**src/rtl/alu_pkg.sv**
```systemverilog
// Shared definitions for the arbitrated ALU block.
//   - ALU_* opcode encodings used by alu_core and by anything issuing ops
//   - state_t: result-register state (empty / holding an undelivered result)
//   - NUM_REQ: number of requesters sharing the ALU
package alu_pkg;

    localparam int NUM_REQ = 2;

    localparam logic [2:0] ALU_PASS = 3'b000;
    localparam logic [2:0] ALU_ADD  = 3'b001;
    localparam logic [2:0] ALU_SUB  = 3'b010;
    localparam logic [2:0] ALU_DIV  = 3'b011;
    localparam logic [2:0] ALU_MOD  = 3'b100;
    localparam logic [2:0] ALU_SHL  = 3'b101;
    localparam logic [2:0] ALU_SHR  = 3'b110;
    localparam logic [2:0] ALU_GT   = 3'b111;

    typedef enum logic {
        ST_EMPTY = 1'b0,
        ST_FULL  = 1'b1
    } state_t;

endpackage

```
**src/rtl/alu_arbiter_if.sv**
```systemverilog
// Handshake bundle between two requesters / one consumer and alu_arbiter.
//   req0_*/req1_* : valid/ready operation ports (opcode, operands a and b)
//   rsp_*         : valid/ready result port (id, DW+1 bit result, div-by-zero)
//   master        : the issuing / consuming side
//   slave         : the arbiter side
interface alu_arbiter_if #(
    parameter int DW = 4
);
    logic          req0_valid;
    logic          req0_ready;
    logic [2:0]    req0_sel;
    logic [DW-1:0] req0_a;
    logic [DW-1:0] req0_b;

    logic          req1_valid;
    logic          req1_ready;
    logic [2:0]    req1_sel;
    logic [DW-1:0] req1_a;
    logic [DW-1:0] req1_b;

    logic          rsp_valid;
    logic          rsp_ready;
    logic          rsp_id;
    logic [DW:0]   rsp_out;
    logic          rsp_err;

    modport master (
        output req0_valid, req0_sel, req0_a, req0_b,
        output req1_valid, req1_sel, req1_a, req1_b,
        output rsp_ready,
        input  req0_ready, req1_ready,
        input  rsp_valid, rsp_id, rsp_out, rsp_err
    );

    modport slave (
        input  req0_valid, req0_sel, req0_a, req0_b,
        input  req1_valid, req1_sel, req1_a, req1_b,
        input  rsp_ready,
        output req0_ready, req1_ready,
        output rsp_valid, rsp_id, rsp_out, rsp_err
    );

endinterface

```
**src/rtl/alu_core.sv**
```systemverilog
// Combinational 8-function ALU.
//   sel      : opcode (ALU_* in alu_pkg)
//   a, b     : DW-bit unsigned operands
//   result   : DW+1 bit result (carry / borrow / shifted-out bit in the MSB)
//   div_zero : divide or modulo with b == 0 (result forced to 0)
module alu_core
    import alu_pkg::*;
#(
    parameter int DW = 4
) (
    input  logic [2:0]    sel,
    input  logic [DW-1:0] a,
    input  logic [DW-1:0] b,
    output logic [DW:0]   result,
    output logic          div_zero
);

    always_comb begin
        result   = '0;
        div_zero = 1'b0;
        case (sel)
            ALU_PASS: result = {1'b0, a};
            ALU_ADD:  result = {1'b0, a} + {1'b0, b};
            // Borrow propagates into the extra MSB, i.e. wraps mod 2^(DW+1).
            ALU_SUB:  result = {1'b0, a} - {1'b0, b};
            ALU_DIV: begin
                if (b == '0) div_zero = 1'b1;
                else         result   = {1'b0, a / b};
            end
            ALU_MOD: begin
                if (b == '0) div_zero = 1'b1;
                else         result   = {1'b0, a % b};
            end
            ALU_SHL:  result = {a, 1'b0};
            ALU_SHR:  result = {2'b00, a[DW-1:1]};
            ALU_GT:   result = {{DW{1'b0}}, (a > b)};
            default:  result = '0;
        endcase
    end

endmodule

```
**src/rtl/alu_arbiter.sv**
```systemverilog
// Two-requester round-robin arbiter in front of one shared alu_core, with a
// single-entry result register returned over a valid/ready response port.
//   clk : rising-edge clock
//   rst : synchronous active-high reset
//   bus : alu_arbiter_if slave modport (req0_*, req1_*, rsp_*)
// A new operation is accepted whenever the result register is empty or is
// being drained in the same cycle, giving one op per cycle under no
// backpressure.
module alu_arbiter
    import alu_pkg::*;
#(
    parameter int DW = 4
) (
    input  logic clk,
    input  logic rst,
    alu_arbiter_if.slave bus
);

    // Requester ports flattened into arrays so grant/mux logic is indexable.
    logic [NUM_REQ-1:0] req_valid;
    logic [NUM_REQ-1:0] req_ready;
    logic [2:0]         req_sel [NUM_REQ];
    logic [DW-1:0]      req_a   [NUM_REQ];
    logic [DW-1:0]      req_b   [NUM_REQ];

    assign req_valid  = {bus.req1_valid, bus.req0_valid};
    assign req_sel[0] = bus.req0_sel;
    assign req_sel[1] = bus.req1_sel;
    assign req_a[0]   = bus.req0_a;
    assign req_a[1]   = bus.req1_a;
    assign req_b[0]   = bus.req0_b;
    assign req_b[1]   = bus.req1_b;

    state_t      state_reg;
    logic        last_grant_reg;
    logic [DW:0] rsp_out_reg;
    logic        rsp_id_reg;
    logic        rsp_err_reg;

    logic        slot_avail;
    logic        grant_any;
    logic        grant_idx;
    logic [DW:0] alu_result;
    logic        alu_div_zero;

    // Drain-and-refill: a full register frees up in the same cycle it is taken.
    assign slot_avail = (state_reg == ST_EMPTY) || bus.rsp_ready;
    assign grant_any  = !rst && slot_avail && (|req_valid);

    // On a tie the requester not served last wins; otherwise the sole valid one.
    always_comb begin
        grant_idx = 1'b0;
        if (&req_valid) grant_idx = ~last_grant_reg;
        else            grant_idx = req_valid[1];
    end

    generate
        for (genvar gi = 0; gi < NUM_REQ; gi++) begin : g_ready
            assign req_ready[gi] = grant_any && (grant_idx == 1'(gi));
        end
    endgenerate

    assign bus.req0_ready = req_ready[0];
    assign bus.req1_ready = req_ready[1];

    alu_core #(
        .DW(DW)
    ) u_alu_core (
        .sel      (req_sel[grant_idx]),
        .a        (req_a[grant_idx]),
        .b        (req_b[grant_idx]),
        .result   (alu_result),
        .div_zero (alu_div_zero)
    );

    always_ff @(posedge clk) begin
        if (rst) begin
            state_reg      <= ST_EMPTY;
            last_grant_reg <= 1'b1;
            rsp_out_reg    <= '0;
            rsp_id_reg     <= 1'b0;
            rsp_err_reg    <= 1'b0;
        end else begin
            case (state_reg)
                ST_EMPTY: begin
                    if (grant_any) begin
                        rsp_out_reg    <= alu_result;
                        rsp_id_reg     <= grant_idx;
                        rsp_err_reg    <= alu_div_zero;
                        last_grant_reg <= grant_idx;
                        state_reg      <= ST_FULL;
                    end
                end
                ST_FULL: begin
                    if (grant_any) begin
                        rsp_out_reg    <= alu_result;
                        rsp_id_reg     <= grant_idx;
                        rsp_err_reg    <= alu_div_zero;
                        last_grant_reg <= grant_idx;
                    end else if (bus.rsp_ready) begin
                        state_reg <= ST_EMPTY;
                    end
                end
                default: state_reg <= ST_EMPTY;
            endcase
        end
    end

    assign bus.rsp_valid = (state_reg == ST_FULL);
    assign bus.rsp_out   = rsp_out_reg;
    assign bus.rsp_id    = rsp_id_reg;
    assign bus.rsp_err   = rsp_err_reg;

endmodule

```
**src/flat_wrapper.sv**
```systemverilog
// flat-port wrapper written by rule: the top's interface ports become plain ports
module alu_arbiter_flat import alu_pkg::*;
#(
    parameter int DW = 4
)
  (clk, rst, bus_req0_valid, bus_req0_sel, bus_req0_a, bus_req0_b, bus_req1_valid, bus_req1_sel, bus_req1_a, bus_req1_b, bus_rsp_ready, bus_req0_ready, bus_req1_ready, bus_rsp_valid, bus_rsp_id, bus_rsp_out, bus_rsp_err);
  alu_arbiter_if #(.DW(DW)) bus_i ();
  input  logic clk;
  input  logic rst;
  input wire logic [$bits(bus_i.req0_valid)-1:0] bus_req0_valid;
  input wire logic [$bits(bus_i.req0_sel)-1:0] bus_req0_sel;
  input wire logic [$bits(bus_i.req0_a)-1:0] bus_req0_a;
  input wire logic [$bits(bus_i.req0_b)-1:0] bus_req0_b;
  input wire logic [$bits(bus_i.req1_valid)-1:0] bus_req1_valid;
  input wire logic [$bits(bus_i.req1_sel)-1:0] bus_req1_sel;
  input wire logic [$bits(bus_i.req1_a)-1:0] bus_req1_a;
  input wire logic [$bits(bus_i.req1_b)-1:0] bus_req1_b;
  input wire logic [$bits(bus_i.rsp_ready)-1:0] bus_rsp_ready;
  output wire logic [$bits(bus_i.req0_ready)-1:0] bus_req0_ready;
  output wire logic [$bits(bus_i.req1_ready)-1:0] bus_req1_ready;
  output wire logic [$bits(bus_i.rsp_valid)-1:0] bus_rsp_valid;
  output wire logic [$bits(bus_i.rsp_id)-1:0] bus_rsp_id;
  output wire logic [$bits(bus_i.rsp_out)-1:0] bus_rsp_out;
  output wire logic [$bits(bus_i.rsp_err)-1:0] bus_rsp_err;
  assign bus_i.req0_valid = bus_req0_valid;
  assign bus_i.req0_sel = bus_req0_sel;
  assign bus_i.req0_a = bus_req0_a;
  assign bus_i.req0_b = bus_req0_b;
  assign bus_i.req1_valid = bus_req1_valid;
  assign bus_i.req1_sel = bus_req1_sel;
  assign bus_i.req1_a = bus_req1_a;
  assign bus_i.req1_b = bus_req1_b;
  assign bus_i.rsp_ready = bus_rsp_ready;
  assign bus_req0_ready = bus_i.req0_ready;
  assign bus_req1_ready = bus_i.req1_ready;
  assign bus_rsp_valid = bus_i.rsp_valid;
  assign bus_rsp_id = bus_i.rsp_id;
  assign bus_rsp_out = bus_i.rsp_out;
  assign bus_rsp_err = bus_i.rsp_err;
  alu_arbiter #(.DW(DW)) u_core (.clk(clk), .rst(rst), .bus(bus_i));
endmodule
```
**config.mk**
```make
export PLATFORM = sky130hd
export DESIGN_NAME = alu_arbiter_flat
export DESIGN_NICKNAME = d
export VERILOG_FILES = /design/src/rtl/alu_pkg.sv /design/src/rtl/alu_arbiter_if.sv /design/src/rtl/alu_core.sv /design/src/rtl/alu_arbiter.sv /design/src/flat_wrapper.sv
export SDC_FILE = /design/constraint.sdc
export NUM_CORES = 1
export LEC_CHECK = 0
export BUFFER_PORTS_ARGS = -buffer_cell sky130_fd_sc_hd__buf_4
export CAP_MARGIN = 5
export CORE_ASPECT_RATIO = 0.9
export CORE_MARGIN = 2
export CORE_UTILIZATION = 50
export CTS_CLUSTER_DIAMETER = 100
export CTS_CLUSTER_SIZE = 14
export DETAILED_ROUTE_END_ITERATION = 12
export PLACE_DENSITY_LB_ADDON = 0.15
export SETUP_SLACK_MARGIN = 0.5
export SYNTH_ARGS = -nofsm -noshare
export SYNTH_HDL_FRONTEND = slang
export SYNTH_SLANG_ARGS = --single-unit
```
**constraint.sdc**
```tcl
create_clock -name clk -period 12.9 [get_ports clk]
set_clock_uncertainty 0.1 [all_clocks]
set_input_delay 0.645 -clock clk [delete_from_list [all_inputs] [get_ports clk]]
set_output_delay 0.645 -clock clk [all_outputs]
set_load 0.02 [all_outputs]
```
# Word level (Yosys, flattened, before mapping)
# Index checks and enable logic that the tools add are counted.
[word_totals]
reg_bits = 9
mem_count = 0
input_bits = 27
rom_bits = 0
out_inout_bits = 10
ram_bits = 0
latch_bits = 0
[classes]
muxes = 22
add_sub_neg = 2
mul = 0
shifts = 0
eq_ne = 7
n_lt_le_gt_ge = 2
reduce_logical = 11
div_mod_pow = 2
bitwise = 4
[op_table]
columns = ["operator", "n"]
rows = [
  ["$pmux W5 S8", 1],
  ["$mux W4", 8],
  ["$eq A3 B3 Y1 const B", 4],
  ["$mux W3", 3],
  ["$mux W1", 8],
  ["$eq A3 B2 Y1 const B", 2],
  ["$add A4 B4 Y5", 1],
  ["$mux W5", 1],
  ["$sub A4 B4 Y5", 1],
  ["$div A4 B4 Y4", 1],
  ["$gt A4 B4 Y1", 1],
  ["$logic_and A1 B1 Y1", 4],
  ["$logic_not A4 Y1", 1],
  ["$mod A4 B4 Y4", 1],
  ["$reduce_or A2 Y1", 2],
  ["$eq A3 B1 Y1 const B", 1],
  ["$logic_not A3 Y1", 1],
  ["$not A1 Y1", 3],
  ["$ge A2 B2 Y1 const B", 1],
  ["$not A1 Y2", 1],
  ["$pmux W1 S2", 1],
  ["$reduce_and A2 Y1", 1],
  ["$logic_not A1 Y1", 1],
  ["$logic_or A1 B1 Y1", 1],
]

# Logic depth before layout (Yosys ltp)
# Gate-level depths: netlist of the first run.
[depth]
ltp_word = 10
mapped_depth = 23
ltp_nobuf = 21

# By module
# A second synthesis of the first run with hierarchy kept.
[unflattened]
hier_cells = 192
area_unflattened_um2 = 1545.2
[modules_own_cells]
columns = ["mod", "area_each_um2", "cells_each", "n_inst", "seq_area_each_um2"]
rows = [
  ["alu_core", 1019.7, 135, 1, 0.0],
  ["alu_arbiter", 525.5, 57, 1, 180.2],
]

# Worst setup path after synthesis of the first run
# Ideal clock, no wire load.
[synth_path]
path_type = "input port to flip-flop"
from = "in bus_req1_valid"
to = "reg u_core.rsp_out_reg[3] (netlist: u_core.bus.rsp_out[3])"
t_arrival_ns = 4.769
n_path_buf = 2
required_time_ns = 12.730
path_slack_ns = 7.962
stages = 21
cell_sequence = "a21boi_4 > buf_12 > buf_6 > nand2_1 > and2_1 > ha_1 > nor2_1 > o31ai_1 > nand2_1 > ha_1 > o21ai_0 > a211oi_4 > nor2_1 > a21boi_0 > ha_1 > nor2b_1 > o21a_1 > or3b_2 > a2111oi_2 > a2111oi_1 > a21oi_1"
[synth_via]
elab_chain_len = 10
[synth_lines]
columns = ["element", "line_no", "source"]
rows = [
  ["from (decl)", "flat_wrapper.sv:14", "input wire logic [$bits(bus_i.req1_valid)-1:0] bus_req1_valid;"],
  ["$reduce_and A2 Y1", "alu_arbiter.sv:53", "if (&req_valid) grant_idx = ~last_grant_reg;"],
  ["$mux W1", "alu_arbiter.sv:53", ""],
  ["$not A1 Y2 (not written as such)", "alu_arbiter.sv:69, alu_arbiter.sv:70, alu_arbiter.sv:71", ""],
  ["$mux W4, on equally long branches (3 in a row)", "alu_arbiter.sv:70, alu_arbiter.sv:71", ""],
  ["$mod A4 B4 Y4, or another cell as far along", "alu_core.sv:32", "else result = {1'b0, a % b};"],
  ["$mux W4, on equally long branches", "alu_core.sv:31, alu_core.sv:27", ""],
  ["$pmux W5 S8", "alu_core.sv:21", "case (sel)"],
  ["$mux W5", "alu_arbiter.sv:86, alu_arbiter.sv:95", ""],
  ["to (signal assigned)", "alu_arbiter.sv:87", "rsp_out_reg <= alu_result;"],
  ["to (signal assigned)", "alu_arbiter.sv:96", "rsp_out_reg <= alu_result;"],
  ["to (decl)", "alu_arbiter.sv:36", "logic [DW:0] rsp_out_reg;"],
]
# Parallel ways exist; a longest one is shown, timed or not. The select of a mux whose other input is x is not followed.
# A chain may end at the register's enable or synchronous reset.

# Worst setup path in the final report of the first run
# Ends and elaborated chain as after synthesis.

==> results of run 1 <==
-- Yosys cell counts, types with 4 or more instances --
cell type and instances:
nor2_1 22, mux2i_1 8, nor4_1 4, a21oi_1 11
a21o_1 4, dfxtp_1 9, nor2b_1 6, inv_1 15
o21a_1 5, nand2b_1 4, ha_1 15, o21ai_0 9
nand2_1 22, nor3_1 9
-- kinds of logic (layout without fill, tap and decap cells) --
| logic type | after synthesis | count (layout) | synth area share (%) |
|---|---|---|---|
| flip-flops | 9 | 9 | 9.94 |
| multiplexers | 17 | 17 | 12.2 |
| adder cells (fa/ha/maj) | 18 | 18 | 13.7 |
| buffers and inverters | 25 | 57 | 7.53 |
| AO/OA/AOI/OAI | 68 | 68 | 29.3 |
| AND/OR/NAND/NOR | 92 | 92 | 26.4 |
| XOR/XNOR | 2 | 2 | 0.967 |
-- worst max-delay path, delay by kind of cell --
| kind | cells | cell delay, ns |
|---|---|---|
| mux | 1 | 0.43 |
| buf+inv | 1 | 0.12 |
| simple gates | 5 | 0.89 |
| compound gates | 10 | 2.69 |
| fa+ha+maj | 3 | 0.86 |
-- metrics by stage --
step           hold WS [ns]  power [W]  std cells  instance area, sq um  utilization, %
2_1_floorplan         0.421   0.000115        231                  1810               -
6_report              0.373   0.000179        307                  2110            61.5
4_1_cts               0.376   0.000179        307                  2110            61.5
3_3_place_gp          0.358   0.000144        303                  2060            60.2
3_5_place_dp          0.370   0.000144        303                  2060            60.2
5_1_grt               0.402   0.000194        307                  2110            61.5
-- how the worst max path moves through the flow --
stage	end	cells past startpoint	startpoint
2_1_floorplan	u_core.bus.rsp_out[3]	21	bus_req1_valid
3_3_place_gp	u_core.bus.rsp_out[3]	20	bus_req1_valid
3_5_place_dp	u_core.bus.rsp_out[3]	20	bus_req1_valid
4_1_cts	u_core.bus.rsp_out[3]	20	bus_req1_valid
5_1_grt	u_core.bus.rsp_out[3]	20	bus_req1_valid
6_report	u_core.bus.rsp_out[3]	20	bus_req1_valid
-- cell type report --
cell class / count / share of cell area (%)
Clock buffer: 4 / 2.14
Inverter: 17 / 3.02
Multi-Input combinational cell: 197 / 70.9
Sequential cell: 9 / 8.54
Tap cell: 44 / 2.61
Timing Repair Buffer: 36 / 12.8
-- layout by cell type (no fill, tap or decap), types with 3 or more instances in the layout --
cell / Yosys / layout
mux2i_1: 8 / 8
nor3b_1: 3 / 3
nor2_1: 22 / 22
dfxtp_1: 9 / 9
o21ai_0: 9 / 9
a21o_1: 4 / 4
nor2b_1: 6 / 6
and4b_1: 3 / 3
inv_1: 15 / 15
clkbuf_8: 0 / 3
o21a_1: 5 / 5
mux2_4: 3 / 3
nand3_1: 3 / 3
nand2_1: 22 / 22
o211ai_1: 3 / 3
nor3_1: 9 / 9
nand2b_1: 4 / 4
a31oi_1: 3 / 3
nor4_1: 4 / 4
ha_1: 15 / 15
o21ai_1: 3 / 3
fa_1: 3 / 3
buf_4: 1 / 36
a21oi_1: 11 / 11
-- metal layers --
| metal | vias up | wire [um] | global-route usage (%) |
|---|---|---|---|
| met3 | 9 | 347 | 2.93 |
| met4 | 0 | 96 | 7.29 |
| met5 | - | 0 | 0 |
| li1 | 926 | - | - |
| met2 | 88 | 2220 | 40.6 |
| met1 | 879 | 2350 | 36.3 |
-- power groups by stage --
stage           clock, W  combinational, W  sequential [W]
2_1_floorplan          0         0.0000811       0.0000343
3_3_place_gp           0          0.000111       0.0000323
3_5_place_dp           0          0.000112       0.0000323
4_1_cts        0.0000346          0.000112       0.0000318
5_1_grt        0.0000368          0.000125       0.0000320
6_report       0.0000339          0.000113       0.0000319
==> summary.txt, run 1 <==
Synthesis
  • Number of flops mapped to enable cells by yosys: 0
  • Flops & latches, synth: 9
  • Gate Count Post-Synth: 231
  • Top_reg_cell synth: dfxtp_1
  • Sequential area share after synthesis: 9.94%
  • Async SR Flop Fraction: 0%
  • YS warnings: 0
  • Synth Cell Area: 1810 sq um
  • Syn Nets: 276
  • Mapped Avg Cell Area: 7.84 sq um
  • Area contributors post-synth: ha_1, dfxtp_1, nand2_1
  • Cell variety after synth: 67
  • Share of the synthesized area in the top cell type: 10.4%
  • Synth area leader: ha_1

Die
  • Die width: 67.5 um
  • Top-level I/O count: 37
  • Die area: 4120 sq um
  • Core area: 3430 sq um
  • Rows: 20
  • Initial Utilization: 52.8%
  • Die height: 61.1 um

STA
  • Slew Limit Fails: 0
  • Final worst slack: 7.33 ns
  • Max Fclk: 179 MHz
  • Sum Neg Setup Slack: 0 ns
  • Tcrit/Tclk final: 43.2%
  • Crit path time final: 5.57 ns
  • Setup violators final: 0
  • Worst-Margin Slew: 0.815 ns
  • Unrepaired setup endpoints after global routing: no
  • Final count of hold timing violations: 0
  • Max_slew headroom: 45.2%

Layout
  • FF/Latch Area: 180 sq um
  • Layout cell share with drive strength beyond 1: 22.1%
  • Ant diodes: 0
  • Largest register FFs: 5
  • Layout fillers: 328
  • Area Overhead vs Synth: 16.4%
  • Fin nets: 309
  • Multi-input gate area: 1500 sq um

GRT
  • Global-route wire length before repair: 7970 um
  • Total congestion overflow: 0
  • Largest net degree at the start of global routing: 21
  • Vias in the first global route: 1703
  • Initial antenna violation count: 0
  • Gr usage total: 25.4%

Critical path
  • Crit path required time: 12.97 ns
  • R2R Setup Slk: 7.49 ns
  • WS Path Type: input port to flip-flop
  • RR Startpoint: u_core.last_grant_reg
  • R2R depth: 19
  • CP max stage cell: a21bo_1
  • Reg2reg end: u_core.bus.rsp_out[3]
  • Worst Path Max Fanout: 18
  • Worst Setup End Kind: flip-flop
  • Critical Path AT: 5.64 ns
  • Crit-path cells: buf_4 -> a21bo_1 -> mux2_2 -> a21oi_1 -> ha_1 -> nor2_1 -> o31ai_1 -> nand2_1 -> ha_1 -> o21ai_0 -> a211oi_4 -> nor2_1 -> a21boi_0 -> ha_1 -> nor2b_1 -> o21a_1 -> or3b_2 -> a2111oi_2 -> a2111oi_1 -> a21oi_1
  • CP peak stage delay: 0.59 ns
  • Startpoint types: input port
  • Top cell by count, worst path: ha_1

Power
  • Comb power frac: 63.3%
  • Int Power: 0.000101 W
  • Max VDD drop: 41.4 uV
  • Pwr dens: 84.9 nW/um^2
  • Leakage: 0.944 nW
  • Psw: 0.0000786 W
  • Clk pwr share: 18.9%
  • Reg power frac: 17.8%
  • Sw Share: 43.9%

Clocking
  • Postcts setup bufs: 0
  • Clk sinks: 9
  • H-Tree Depth: 1
  • Post-CTS Hold Buffers: 0
  • Clock Root Buffer: clkbuf_8
  • PostCTS Resize Cnt: 0
  • CTS tree: yes
  • CTS Buffer Depth: 2
  • Clock latency on the worst-skew pair: 0.23 ns
  • Clock transition at path regs: 0.05 ns
  • CTS Buf Count: 3

Hold path
  • Hold path startpoint: u_core.bus.rsp_err
  • Min-Delay Endpoint: u_core.bus.rsp_err
  • Min-Delay Path Class: flip-flop to flip-flop
  • Hold Path Stages: 2

Routing
  • ANT nets after route: 0
  • DRC violations left: 0
  • Initial DRT Pass Iterations: 5
  • Via count: 1902
  • Vias/cell: 6.20
  • Initial drt markers: 154
  • WL per Instance: 16.3 um
  • Final Routed Wirelength: 5020 um

Placed design
  • HPWL Detailed: 4090 um
  • IO Port Bufs: 36
  • Place WS: 7.14 ns
  • GP Congestion: 0.895

Run
  • Max-cap violations: 0

Outcome
  • Outcome: finished, final reports clean
Note: power is estimated with default switching activity, not from simulation.
==> run 2: changes to the inputs <==
clock period = 5.7 ns   (was 12.9 ns; I/O delays follow)
==> run 2 against run 1 <==
  * Sequential share of layout area is 0.066 points lower
  * Hold slack worse by 0.18 ns
  * Clock power is 130% higher
  * First-iteration DRC count is 16% lower
  * Final cell count is 0.65% higher
  * Wire length is 0.12% higher
  * Highest routed layer unchanged
  * Global-route usage is 0.12 points lower
  * Critical endpoint unchanged
  * Combinational power is 130% higher
  * Total power is 130% higher
==> summary.txt, run 2 (synthesized netlist as in run 1, its figures left out) <==
Outcome
  • Outcome: finished, final reports clean

Critical path
  • Startpoint types: flip-flop
  • WS Path Type: flip-flop to flip-flop
  • Worst Path Max Fanout: 9 (-9)
  • Critical Path AT: 4.84 ns (-0.80 ns)
  • CP peak stage delay: 0.45 ns (-0.14 ns)
  • Reg2reg end: u_core.bus.rsp_out[3]
  • R2R Setup Slk: 0.92 ns (-6.57 ns)
  • RR Startpoint: u_core.last_grant_reg
  • Critical path's top delay family: compound AO/OA/AOI/OAI gates
  • Buffers & Inverters on Critical Path: 0 (-1)
  • Top cell by count, worst path: ha_1
  • CP max stage cell: or3b_2
  • Crit path required time: 5.76 ns (-7.21 ns)
  • R2R depth: 19 (unchanged)
  • Worst Setup End Kind: flip-flop
  • Crit-path cells: a21bo_4 -> mux2_2 -> a21oi_1 -> ha_1 -> nor2_1 -> mux2i_1 -> o22a_1 -> ha_1 -> o21ai_0 -> a211oi_4 -> o21ai_1 -> a21boi_2 -> ha_1 -> nor2b_1 -> o21a_1 -> or3b_2 -> a2111oi_2 -> a2111oi_1 -> a21oi_1

GRT
  • Top Usage Layer GRT: met2
  • Vias in the first global route: 1670 (-1.9%)
  • Met2 usage: 40.3% (-0.28 points)
  • Largest net degree at the start of global routing: 20 (-4.8%)
  • Total congestion overflow: 0 (unchanged)
  • Initial antenna violation count: 0 (unchanged)
  • Global-route wire length before repair: 7890 um (-1.0%)
  • GR Util met1: 36.3% (unchanged)
  • Gr usage total: 25.3% (-0.12 points)
  • Met3 Usage GRT: 3.66% (+0.73 points)

STA
  • Max Fclk: 209 MHz
  • Sum Neg Setup Slack: 0 ns (unchanged)
  • Setup violators final: 0 (unchanged)
  • Max_slew headroom: 47.3% (+2.1 points)
  • Tcrit/Tclk final: 83.9%
  • Slew Limit Fails: 0 (unchanged)
  • Crit path time final: 4.78 ns
  • Final count of hold timing violations: 0 (unchanged)
  • Worst-Margin Slew: 0.784 ns (-0.0314 ns)
  • Unrepaired setup endpoints after global routing: no

Clocking
  • Clock transition at path regs: 0.05 ns (about the same)
  • H-Tree Depth: 1 (unchanged)
  • Postcts setup bufs: 0 (unchanged)
  • Clock latency on the worst-skew pair: 0.24 ns (about the same)
  • CTS tree: yes
  • Post-CTS Hold Buffers: 0 (unchanged)
  • Clock Root Buffer: clkbuf_8
  • CTS Buf Count: 3 (unchanged)
  • Clk sinks: 9 (unchanged)
  • CTS Buffer Depth: 2 (unchanged)

Run
  • Max-cap violations: 0 (unchanged)

Die
  • Die width: 67.5 um (unchanged)
  • Die area: 4120 sq um (unchanged)
  • Top-level I/O count: 37 (unchanged)
  • Die height: 61.1 um (unchanged)
  • Core area: 3430 sq um (unchanged)
  • Initial Utilization: 52.8% (unchanged)
  • Rows: 20 (unchanged)

Routing
  • WL per Instance: 16.3 um (-0.53%)
  • Via count: 1899 (-0.16%)
  • Vias/cell: 6.15 (-0.80%)
  • DRC violations left: 0 (unchanged)
  • ANT nets after route: 0 (unchanged)
  • Initial DRT Pass Iterations: 5 (unchanged)
  • Final Routed Wirelength: 5020 um (+0.12%)
  • Initial drt markers: 130 (-16%)

Layout
  • Area Overhead vs Synth: 18.2%
  • Commonest cells after routing, fill and taps aside: buf_4, nand2_1, nor2_1
  • Layout cell share with drive strength beyond 1: 24.2% (+2.1 points)
  • Commonest non-fill, non-tap cell in the layout: buf_4
  • Fin nets: 311 (+0.65%)
  • Largest register FFs: 5 (unchanged)
  • Final non-filler cell area: 2140 sq um (+1.5%)
  • Finished Core Util: 62.4% (+0.91 points)
  • Ant diodes: 0 (unchanged)

Hold path
  • Hold Path Stages: 2 (unchanged)
  • Min-Delay Path Class: input port to flip-flop
  • Hold path startpoint: rst
  • Min-Delay Endpoint: u_core.bus.rsp_id

Power
  • Pwr dens: 191 nW/um^2 (+130%)
  • Max VDD drop: 88.3 uV (+110%)
  • Leakage: 0.955 nW (+1.2%)

Placed design
  • IO Port Bufs: 36 (unchanged)
  • HPWL Detailed: 4100 um (+0.44%)
  • GP Congestion: 0.954 (+6.5%)
  • DP Area: 2080 sq um (+0.73%)
[run 2: cell count changes in the layout (fill, tap and decap cells not counted), sizes merged]
cell / change
buf: +2
[run 2: worst max path at each step]
stage / startpoint / end / depth (start not counted)
after floorplan: u_core.last_grant_reg / u_core.bus.rsp_out[3] / 21
after global placement: bus_req1_valid / u_core.bus.rsp_out[3] / 20
after detailed placement: bus_req1_valid / u_core.bus.rsp_out[3] / 20
after CTS: u_core.last_grant_reg / u_core.bus.rsp_out[3] / 19
after global routing: u_core.last_grant_reg / u_core.bus.rsp_out[3] / 19
final: u_core.last_grant_reg / u_core.bus.rsp_out[3] / 19
[run 2: through the flow]
stage               worst slack [ns]  hold slack [ns]  cells  power, W
detailed placement             0.584            0.375    305  0.000327
global placement               0.669            0.359    305  0.000325
global route                   0.568            0.201    309  0.000442
floorplan                       1.08            0.310    231  0.000261
finish                         0.920            0.197    309  0.000410
CTS                            0.620            0.195    309  0.000404
[run 2: layer usage]
metal  vias up  share of wire (%)  wire length, um
met5         -                  0                0
met2        65                 45             2270
met3         9                5.4              271
met4         0                1.3               63
li1        933                  -                -
met1       892                 48             2410
[run 2: timing repair]
item                                   in CTS  in global routing
endpoints found under the hold margin       0                  0
setup endpoints to repair                   0                  4
gates resized for setup                     0                  6
[run 2: power by group]
group	total [W]	switching, W	internal [W]
combinational	0.000259	0.000147	0.000113
clock	0.0000780	0.0000289	0.0000491
sequential	0.0000723	0.00000395	0.0000683
total	0.000410	0.000180	0.000230
[run 2: final cells by class]
class                           instances  area [sq um]
Inverter                               17          63.8
Timing Repair Buffer                   38           285
Multi-Input combinational cell        197          1510
Sequential cell                         9           181
Clock buffer                            4          45.0
Tap cell                               44          55.1
Fill cell                             328          1290
